==> config.mk <==
export PLATFORM = sky130hd
export DESIGN_NAME = mod_exp_engine
export DESIGN_NICKNAME = d
export VERILOG_FILES = /design/src/rtl/mod_exp_pkg.sv /design/src/rtl/mod_mult.sv /design/src/rtl/mod_exp_engine.sv
export SDC_FILE = /design/constraint.sdc
export NUM_CORES = 1
export LEC_CHECK = 0
export CORE_MARGIN = 5
export CORE_UTILIZATION = 40
export DETAILED_ROUTE_END_ITERATION = 10
export GPL_TIMING_DRIVEN = 0
export PLACE_DENSITY = 0.6
export SYNTH_ARGS = -nofsm -noshare
export SYNTH_HDL_FRONTEND = slang
export SYNTH_SLANG_ARGS = --single-unit
==> constraint.sdc <==
create_clock -name clk -period 8.5 [get_ports clk]
set_clock_uncertainty 0.1 [all_clocks]
set_input_delay 0.85 -clock clk [delete_from_list [all_inputs] [get_ports clk]]
set_output_delay 0.85 -clock clk [all_outputs]
set_load 0.02 [all_outputs]
==> src/rtl/mod_exp_pkg.sv <==
// Shared types, default widths and latency helper for the modular-exponentiation engine.
package mod_exp_pkg;

  localparam int unsigned DefaultWidth    = 16;
  localparam int unsigned DefaultExpWidth = 16;

  typedef enum logic [2:0] {
    StIdle,
    StLaunch,
    StWait,
    StFinish,
    StError
  } mod_exp_state_t;

  // Cycles from the accepted start to the done pulse: one launch cycle, then per exponent bit
  // one launch, WIDTH shift-add iterations and one writeback.
  function automatic int unsigned MODEXP_LATENCY(input int unsigned w, input int unsigned e);
    return 1 + e * (w + 2);
  endfunction

endpackage

==> src/rtl/mod_mult.sv <==
// MSB-first interleaved shift-add modular multiplier: p = a*b mod n, fixed WIDTH+1 cycle latency.
// Requires a, b < n so that the running sum 2P+B stays below 3n and fits WIDTH+2 bits.
module mod_mult #(
  parameter int unsigned WIDTH = 16
) (
  input  logic             clk,
  input  logic             reset,
  input  logic             start,
  input  logic [WIDTH-1:0] a,
  input  logic [WIDTH-1:0] b,
  input  logic [WIDTH-1:0] n,
  output logic             done,
  output logic [WIDTH-1:0] p
);

  localparam int unsigned AccW = WIDTH + 2;
  localparam int unsigned CntW = $clog2(WIDTH + 1);

  logic [WIDTH-1:0] a_q, b_q, n_q, p_q, p_next;
  logic [CntW-1:0]  cnt_q;
  logic             done_q;
  logic [AccW-1:0]  p_sum, p_red, n_ext;

  // One iteration: P = 2P + a_i*B, then at most two conditional subtractions of n.
  always_comb begin
    n_ext  = {2'b00, n_q};
    p_sum  = {1'b0, p_q, 1'b0} + (a_q[WIDTH-1] ? {2'b00, b_q} : {AccW{1'b0}});
    p_red  = (p_sum >= n_ext) ? p_sum - n_ext : p_sum;
    p_next = (p_red >= n_ext) ? WIDTH'(p_red - n_ext) : WIDTH'(p_red);
  end

  // Operand load on start, then WIDTH iterations; done pulses the cycle after the last one.
  always_ff @(posedge clk or negedge reset) begin
    if (!reset) begin
      a_q    <= '0;
      b_q    <= '0;
      n_q    <= '0;
      p_q    <= '0;
      cnt_q  <= '0;
      done_q <= 1'b0;
    end else begin
      done_q <= 1'b0;
      if (start) begin
        a_q   <= a;
        b_q   <= b;
        n_q   <= n;
        p_q   <= '0;
        cnt_q <= CntW'(WIDTH);
      end else if (cnt_q != '0) begin
        p_q   <= p_next;
        a_q   <= a_q << 1;
        cnt_q <= cnt_q - CntW'(1);
        if (cnt_q == CntW'(1)) done_q <= 1'b1;
      end
    end
  end

  assign done = done_q;
  assign p    = p_q;

endmodule

==> src/rtl/mod_exp_engine.sv <==
// Constant-time right-to-left square-and-multiply modular exponentiation coprocessor.
module mod_exp_engine
  import mod_exp_pkg::*;
#(
  parameter int unsigned WIDTH     = DefaultWidth,
  parameter int unsigned EXP_WIDTH = DefaultExpWidth
) (
  input  logic                 clk,
  input  logic                 reset,
  input  logic                 start,
  input  logic [WIDTH-1:0]     base,
  input  logic [EXP_WIDTH-1:0] exponent,
  input  logic [WIDTH-1:0]     modulus,
  output logic                 busy,
  output logic                 done,
  output logic [WIDTH-1:0]     result,
  output logic                 err
);

  localparam int unsigned CntW = $clog2(EXP_WIDTH + 1);

  mod_exp_state_t       state_q, state_d;
  logic [WIDTH-1:0]     acc_q, acc_d, sq_q, sq_d, n_q, n_d, result_q, result_d;
  logic [EXP_WIDTH-1:0] exp_q, exp_d;
  logic [CntW-1:0]      cnt_q, cnt_d;
  logic                 err_q, err_d;
  logic                 mult_start, a_done, b_done;
  logic [WIDTH-1:0]     a_p, b_p;

  // A: acc*sq, always computed so latency does not depend on the exponent bits.
  mod_mult #(.WIDTH(WIDTH)) u_mult_a (
    .clk   (clk),
    .reset (reset),
    .start (mult_start),
    .a     (acc_q),
    .b     (sq_q),
    .n     (n_q),
    .done  (a_done),
    .p     (a_p)
  );

  // B: sq*sq.
  mod_mult #(.WIDTH(WIDTH)) u_mult_b (
    .clk   (clk),
    .reset (reset),
    .start (mult_start),
    .a     (sq_q),
    .b     (sq_q),
    .n     (n_q),
    .done  (b_done),
    .p     (b_p)
  );

  // Next-state, datapath updates and multiplier launch.
  always_comb begin
    state_d    = state_q;
    acc_d      = acc_q;
    sq_d       = sq_q;
    n_d        = n_q;
    exp_d      = exp_q;
    cnt_d      = cnt_q;
    result_d   = result_q;
    err_d      = err_q;
    mult_start = 1'b0;
    case (state_q)
      // FINISH and ERROR accept a new request too, so start in the done cycle is not lost.
      StIdle, StFinish, StError: begin
        state_d = StIdle;
        if (start) begin
          n_d   = modulus;
          exp_d = exponent;
          acc_d = WIDTH'(1);
          sq_d  = base;
          cnt_d = CntW'(EXP_WIDTH);
          if ((modulus < WIDTH'(2)) || (base >= modulus)) begin
            state_d  = StError;
            result_d = '0;
            err_d    = 1'b1;
          end else begin
            state_d = StLaunch;
          end
        end
      end
      StLaunch: begin
        mult_start = 1'b1;
        state_d    = StWait;
      end
      StWait: begin
        if (a_done && b_done) begin
          if (exp_q[0]) acc_d = a_p;
          sq_d  = b_p;
          exp_d = exp_q >> 1;
          cnt_d = cnt_q - CntW'(1);
          if (cnt_q == CntW'(1)) begin
            state_d  = StFinish;
            result_d = acc_d;
            err_d    = 1'b0;
          end else begin
            state_d = StLaunch;
          end
        end
      end
      default: state_d = StIdle;
    endcase
  end

  // State and datapath registers.
  always_ff @(posedge clk or negedge reset) begin
    if (!reset) begin
      state_q  <= StIdle;
      acc_q    <= '0;
      sq_q     <= '0;
      n_q      <= '0;
      exp_q    <= '0;
      cnt_q    <= '0;
      result_q <= '0;
      err_q    <= 1'b0;
    end else begin
      state_q  <= state_d;
      acc_q    <= acc_d;
      sq_q     <= sq_d;
      n_q      <= n_d;
      exp_q    <= exp_d;
      cnt_q    <= cnt_d;
      result_q <= result_d;
      err_q    <= err_d;
    end
  end

  assign busy   = (state_q == StLaunch) || (state_q == StWait);
  assign done   = (state_q == StFinish) || (state_q == StError);
  assign result = result_q;
  assign err    = err_q;

endmodule

# == After elaboration in Yosys (flattened, before gate mapping) ==
# Index checks and enable logic that the tools add are counted.
# op_classes
magnitude_cmp,6
bitwise_logic,0
shift,0
mul,0
reduce_logical,14
mux,53
n_eq_ne,11
div_mod_pow,0
n_addsub,9
# ops
op,n
$mux W16,23
$pmux W16 S2,4
$ge A18 B16 Y1,4
$add A17 B18 Y18,2
$mux W18,2
$sub A18 B16 Y18,2
$sub A16 B16 Y16,2
$mux W5,6
$ge A16 B16 Y1,1
$lt A16 B2 Y1 const B,1
$eq A5 B1 Y1 const B,3
$sub A5 B1 Y5 const B,3
$mux W1,11
$pmux W5 S2,1
$reduce_bool A5 Y1,2
$mux W3,3
$pmux W3 S3,1
$ne A2 B2 Y1 const B,4
$eq A3 B2 Y1 const B,2
$reduce_bool A2 Y1,3
$reduce_and A5 Y1,1
$eq A3 B1 Y1 const B,1
$eq A3 B3 Y1 const B,1
$logic_not A3 Y1,1
other kinds (7),9
# totals
ff_bits,197
memories,0
ram_bits,0
elab_cells,111
latch_bits,0
in_bits,51
romBits,0
out_inout_bits,19

# == Logic depth before layout (Yosys ltp) ==
# depth
ltp_word,8
mapped_depth,32

# == Cells and area by module ==
# From an unflattened synthesis, not the netlist that was laid out.
# hier_totals
hier_cells,1649
hier_area_um2,15601.2
# by_module_without_submodules
module,cells_each,area_per_inst_um2,instances,seq_area_each_um2
mod_mult (u_mult_a),627,5616.6,1,1751.7
mod_mult (u_mult_b),623,5590.4,1,1751.7
mod_exp_engine,399,4394.2,1,2227.1

# == Least setup slack after synthesis ==
# Ideal clock, no wire load.
# synth_timing
path_kind,flip-flop to flip-flop
start,register u_mult_a.a_q[15]
end,"register u_mult_a.p_q[7], in the netlist u_mult_a.p[7]"
arrival_ns,6.445
period_less_slack_ns,6.687
required_ns,8.259
setup_slack_ns,1.813
path_stages_with_launch,31
setup_time_ns,0.141
n_path_buf,3
path_cell_list,dfrtp_1 > and2_1 > ha_1 > fa_1 > a211oi_1 > o21ai_1 > a21o_1 > a21o_1 > a21oi_1 > xnor2_1 > ha_1 > a21oi_1 > o21ai_0 > o311ai_0 > o211ai_1 > nand3b_1 > buf_2 > mux2_2 > ha_1 > nor2b_1 > o21ai_0 > a21oi_1 > o31ai_1 > and3_1 > o31a_1 > o2111ai_1 > or3_1 > buf_2 > buf_2 > nand2_1 > a31oi_1
# synth_via
elab_chain_cells,8
elab_cells_between_ends,10
cone_classes,add/sub: 3; order compare: 2; mux: 5
# synth_rtl
element,line,source
from (decl),mod_mult.sv:19,"logic [WIDTH-1:0] a_q, b_q, n_q, p_q, p_next;"
from (signal assigned),mod_mult.sv:51,a_q <= a_q << 1;
$mux W16 *,mod_mult.sv:27,"p_sum = {1'b0, p_q, 1'b0} + (a_q[WIDTH-1] ? {2'b00, b_q} : {AccW{1'b0}});"
$add A17 B18 Y18 *,mod_mult.sv:27,
$sub A18 B16 Y18 or $ge A18 B16 Y1 (tied branches),mod_mult.sv:28,p_red = (p_sum >= n_ext) ? p_sum - n_ext : p_sum;
$mux W18 *,mod_mult.sv:28,
$sub A16 B16 Y16 or $ge A18 B16 Y1 (tied branches),mod_mult.sv:29,p_next = (p_red >= n_ext) ? WIDTH'(p_red - n_ext) : WIDTH'(p_red);
$mux W16 *,mod_mult.sv:29,
$mux W16 *,mod_mult.sv:49,end else if (cnt_q != '0) begin
$mux W16 *,mod_mult.sv:43,if (start) begin
to (signal assigned),mod_mult.sv:50,p_q <= p_next;
to (decl),mod_mult.sv:19,
# Mark *: on every way between the ends. The rest lies on a longest branch, timed or not. The select of a mux whose other input is x is not followed.
# A chain may end at the register's enable or synchronous reset.

# == Worst setup path in the final report ==
# layout_timing
start,register u_mult_b.a_q[15]
end,"register u_mult_b.p_q[9], in the netlist u_mult_b.p[9]"
# layout_via
elab_chain_cells,8
elab_cells_between_ends,10
cone_classes,add/sub: 3; order compare: 2; mux: 5
# layout_rtl
element,line
from (decl),mod_mult.sv:19
from (signal assigned),mod_mult.sv:51
$mux W16 *,mod_mult.sv:27
$add A17 B18 Y18 *,mod_mult.sv:27
$sub A18 B16 Y18 or $ge A18 B16 Y1 (tied branches),mod_mult.sv:28
$mux W18 *,mod_mult.sv:28
$sub A16 B16 Y16 or $ge A18 B16 Y1 (tied branches),mod_mult.sv:29
$mux W16 *,mod_mult.sv:29
$mux W16 *,mod_mult.sv:49
$mux W16 *,mod_mult.sv:43
to (signal assigned),mod_mult.sv:50
to (decl),mod_mult.sv:19
# Marks and branches as above.

==> impl_metrics.toml <==
[grt]
grt_max_degree = 106
grt_usage = 0.214
antenna_found_initial = 0
grt_overflow = 0
grt_pass1_vias = 11800
grt_pass1_wl_mm = 64.9

[clock_tree]
cts_buffers = 17
clock-sinks = 197
root_buffer = "clkbuf_16"
clk_pin_slew_worst_paths_ps = 70
clock_path_buffers = 2
clkLatencyLatePin_ps = 450
hold_buffers = 0
htreeDepth = 4
cts_tree = "done"

[drt]
initialDrtViolationCount = 946
first_pass_iters = 5
wl_per_cell_um = 19.1
drtAntennaViolNets = 0
wl_mm = 41.7
vias = 12200
avgViaCountPerCell = 5.60
drc_errors = 0

[cells_and_area]
n_fill_cell = 3477
design_area_sq_um = 15800
syn_to_final_growth_pct = 14.0
antennaDiodeCount = 0
drive_above_1_share = 0.0549
nets = 1892

[die]
die_area_sq_um = 38500
ios = 70
die_y_um = 196
die_x_um = 196
rows = 68
core_sq_um = 34400
initial_core_util = 0.404

[yosys]
async_flop_share = 1.00
yosysWarnings = 0
yosysUniqueCellTypes = 70
synth_fp_nets = 1798
syn-cell-area_sq_um = 13900
ys_ff_latch = 197
ys_seq_area_frac = 0.355
avgSynthCellArea_sq_um = 8.55
synth-edff-count = 0
synth_cells = 1623
synthFlopType = "dfrtp_1"

[sta]
holdWs_ps = 301
slew_headroom = 0.381
setup_viol = 0
grt_setup_unrepaired = "no"
period_needed_ps = 7940
fin_crit_sh = 0.935
fmax_mhz = 126
hold_viol = 0
tightest_slew_ps = 916
finalMaxSlewViolations = 0

[critical_path]
setup.worst_path.start = "u_mult_b.a_q[15]$_DFFE_PN0P_"
crit-reg2reg-launch = "u_mult_b.a_q[15]$_DFFE_PN0P_"
r2r_slack_ps = 560
r2r_cells = 31
cp.arrival_ps = 8140
crit_path_frequent_cell = "a21oi_1"
cp-end-kind = "register"
worstPathRequired_ps = 8700
regToRegEndpoint = "u_mult_b.p[9]$_DFFE_PN0P_"
max_stage_delay_ps = 440
critPathSlowestCell = "dfrtp_1"
start_kind = "register"
worstSetupPathType = "register to register"
critPathMaxFanout = 10

[place]
routabilityCongestion = 0.929
dp_hpwl_mm = 32.9
portBuffers = 69
dpl_cell_area_sq_um = 15200

[run]
maxCapViolCount = 0

[worst_hold_path]
holdCritPathClass = "input port to async pin"

[status]
status = "completed"
[cells in the mapped netlist (all sizes together) (19+ instances only)]
cell type	n	area, sq um
inv	56	210
nor2	139	522
mux2	28	315
nand2	267	1000
a211oi	19	148
ha	118	1480
mux2i	37	370
nor3	49	250
a21oi	94	470
and2	38	238
dfrtp	197	4930
nand3	25	125
xor2	25	219
xnor2	55	482
a21o	43	323
clkbuf	56	210
a31oi	65	407
o21ai	118	594
[worst max-delay path by stage]
stage,slack (ps),depth (start not counted),endpoint
floorplan,1810,30,u_mult_a.p[7]$_DFFE_PN0P_
global placement,-2000,1,u_mult_a.n_q[13]$_DFFE_PN0P_
detailed placement,560,29,u_mult_a.p[9]$_DFFE_PN0P_
CTS,470,29,u_mult_a.p[9]$_DFFE_PN0P_
global route,70,32,u_mult_a.p[7]$_DFFE_PN0P_
finish,560,31,u_mult_b.p[9]$_DFFE_PN0P_
[sequential cells by signal, summed over array words and instances (netlist names), 16 cells and up]
signal        count
acc_q            16
u_mult_a.b_q     16
result           16
sq_q             16
u_mult_a.a_q     16
u_mult_a.n_q     16
u_mult_b.p       16
u_mult_a.p       16
exp_q            16
u_mult_b.a_q     16
n_q              16
[cells by family after synthesis]
kind of cell | after synthesis | synth area share
AO/OA/AOI/OAI | 427 | 0.196
XOR/XNOR | 80 | 0.0505
adder cells (fa/ha/maj) | 124 | 0.115
buffers and inverters | 124 | 0.0355
flip-flops | 197 | 0.355
multiplexers | 65 | 0.0494
AND/OR/NAND/NOR | 606 | 0.198
[cells in the final DEF (no fill, tap or decap), types with 11 or more instances in the layout]
cell             netlist  routed
a211oi_1              18      17
a21o_1                43      43
a21oi_1               94      94
a22o_1                15      15
a31oi_1               65      65
and2_1                38      38
clkbuf_1              56      57
clkbuf_16              0      17
clkdlybuf4s50_1        0      68
dfrtp_1              197     197
ha_1                 118     118
inv_1                 56      56
mux2_2                28      28
mux2i_1               37      37
nand2_1              267     267
nand2b_1              11      11
nand3_1               25      25
nand4_1               16      16
nor2_1               139     139
nor2b_1               12      12
nor3_1                48      48
o21a_1                11      11
o21ai_0              115     115
xnor2_1               55      55
xor2_1                25      25
[cell type report]
| class | count | area [sq um] | share of cell area |
|---|---|---|---|
| multi-input cells | 1302 | 8470 | 0.535 |
| flip-flops and latches | 197 | 4930 | 0.312 |
| repair buffers | 75 | 761 | 0.0481 |
| well taps | 455 | 569 | 0.0360 |
| clock buffers | 20 | 457 | 0.0289 |
| plain buffers | 68 | 283 | 0.0179 |
| inverters | 56 | 210 | 0.0133 |
| clock inverters | 11 | 150 | 0.00949 |
[metal layers]
layer | global-route usage | part of all wire | up-vias
li1 | - | - | 5982
met1 | 0.308 | 0.48 | 5932
met2 | 0.346 | 0.47 | 278
met3 | 0.0264 | 0.040 | 47
met4 | 0.0520 | 0.019 | 0
met5 | 0 | 0 | -
[repair_timing]
item	4_1_cts	5_1_grt
buffers inserted	0	5
endpoints found under the setup margin	0	15
resized for setup	0	2
[critical path: cells and delay by family (launching register included)]
kind | cells | cell delay (ps)
compound gates | 18 | 4080
xor+xnor | 1 | 200
fa+ha+maj | 4 | 1330
buf+inv | 3 | 730
flops | 1 | 440
simple gates | 5 | 900
[per-stage QoR]
stage,utilization,cells,worst slack [ps],TNS [ps]
CTS,0.459,2179,470,0
floorplan,-,1623,1810,0
detailed placement,0.441,2148,562,0
global route,0.460,2184,65.7,0
global placement,0.440,2147,-2000,-390130
finish,0.460,2184,557,0
Power is left out: the tool's default activity adds up to more than one toggle a clock period on the data nets, which glitch-free logic cannot reach.
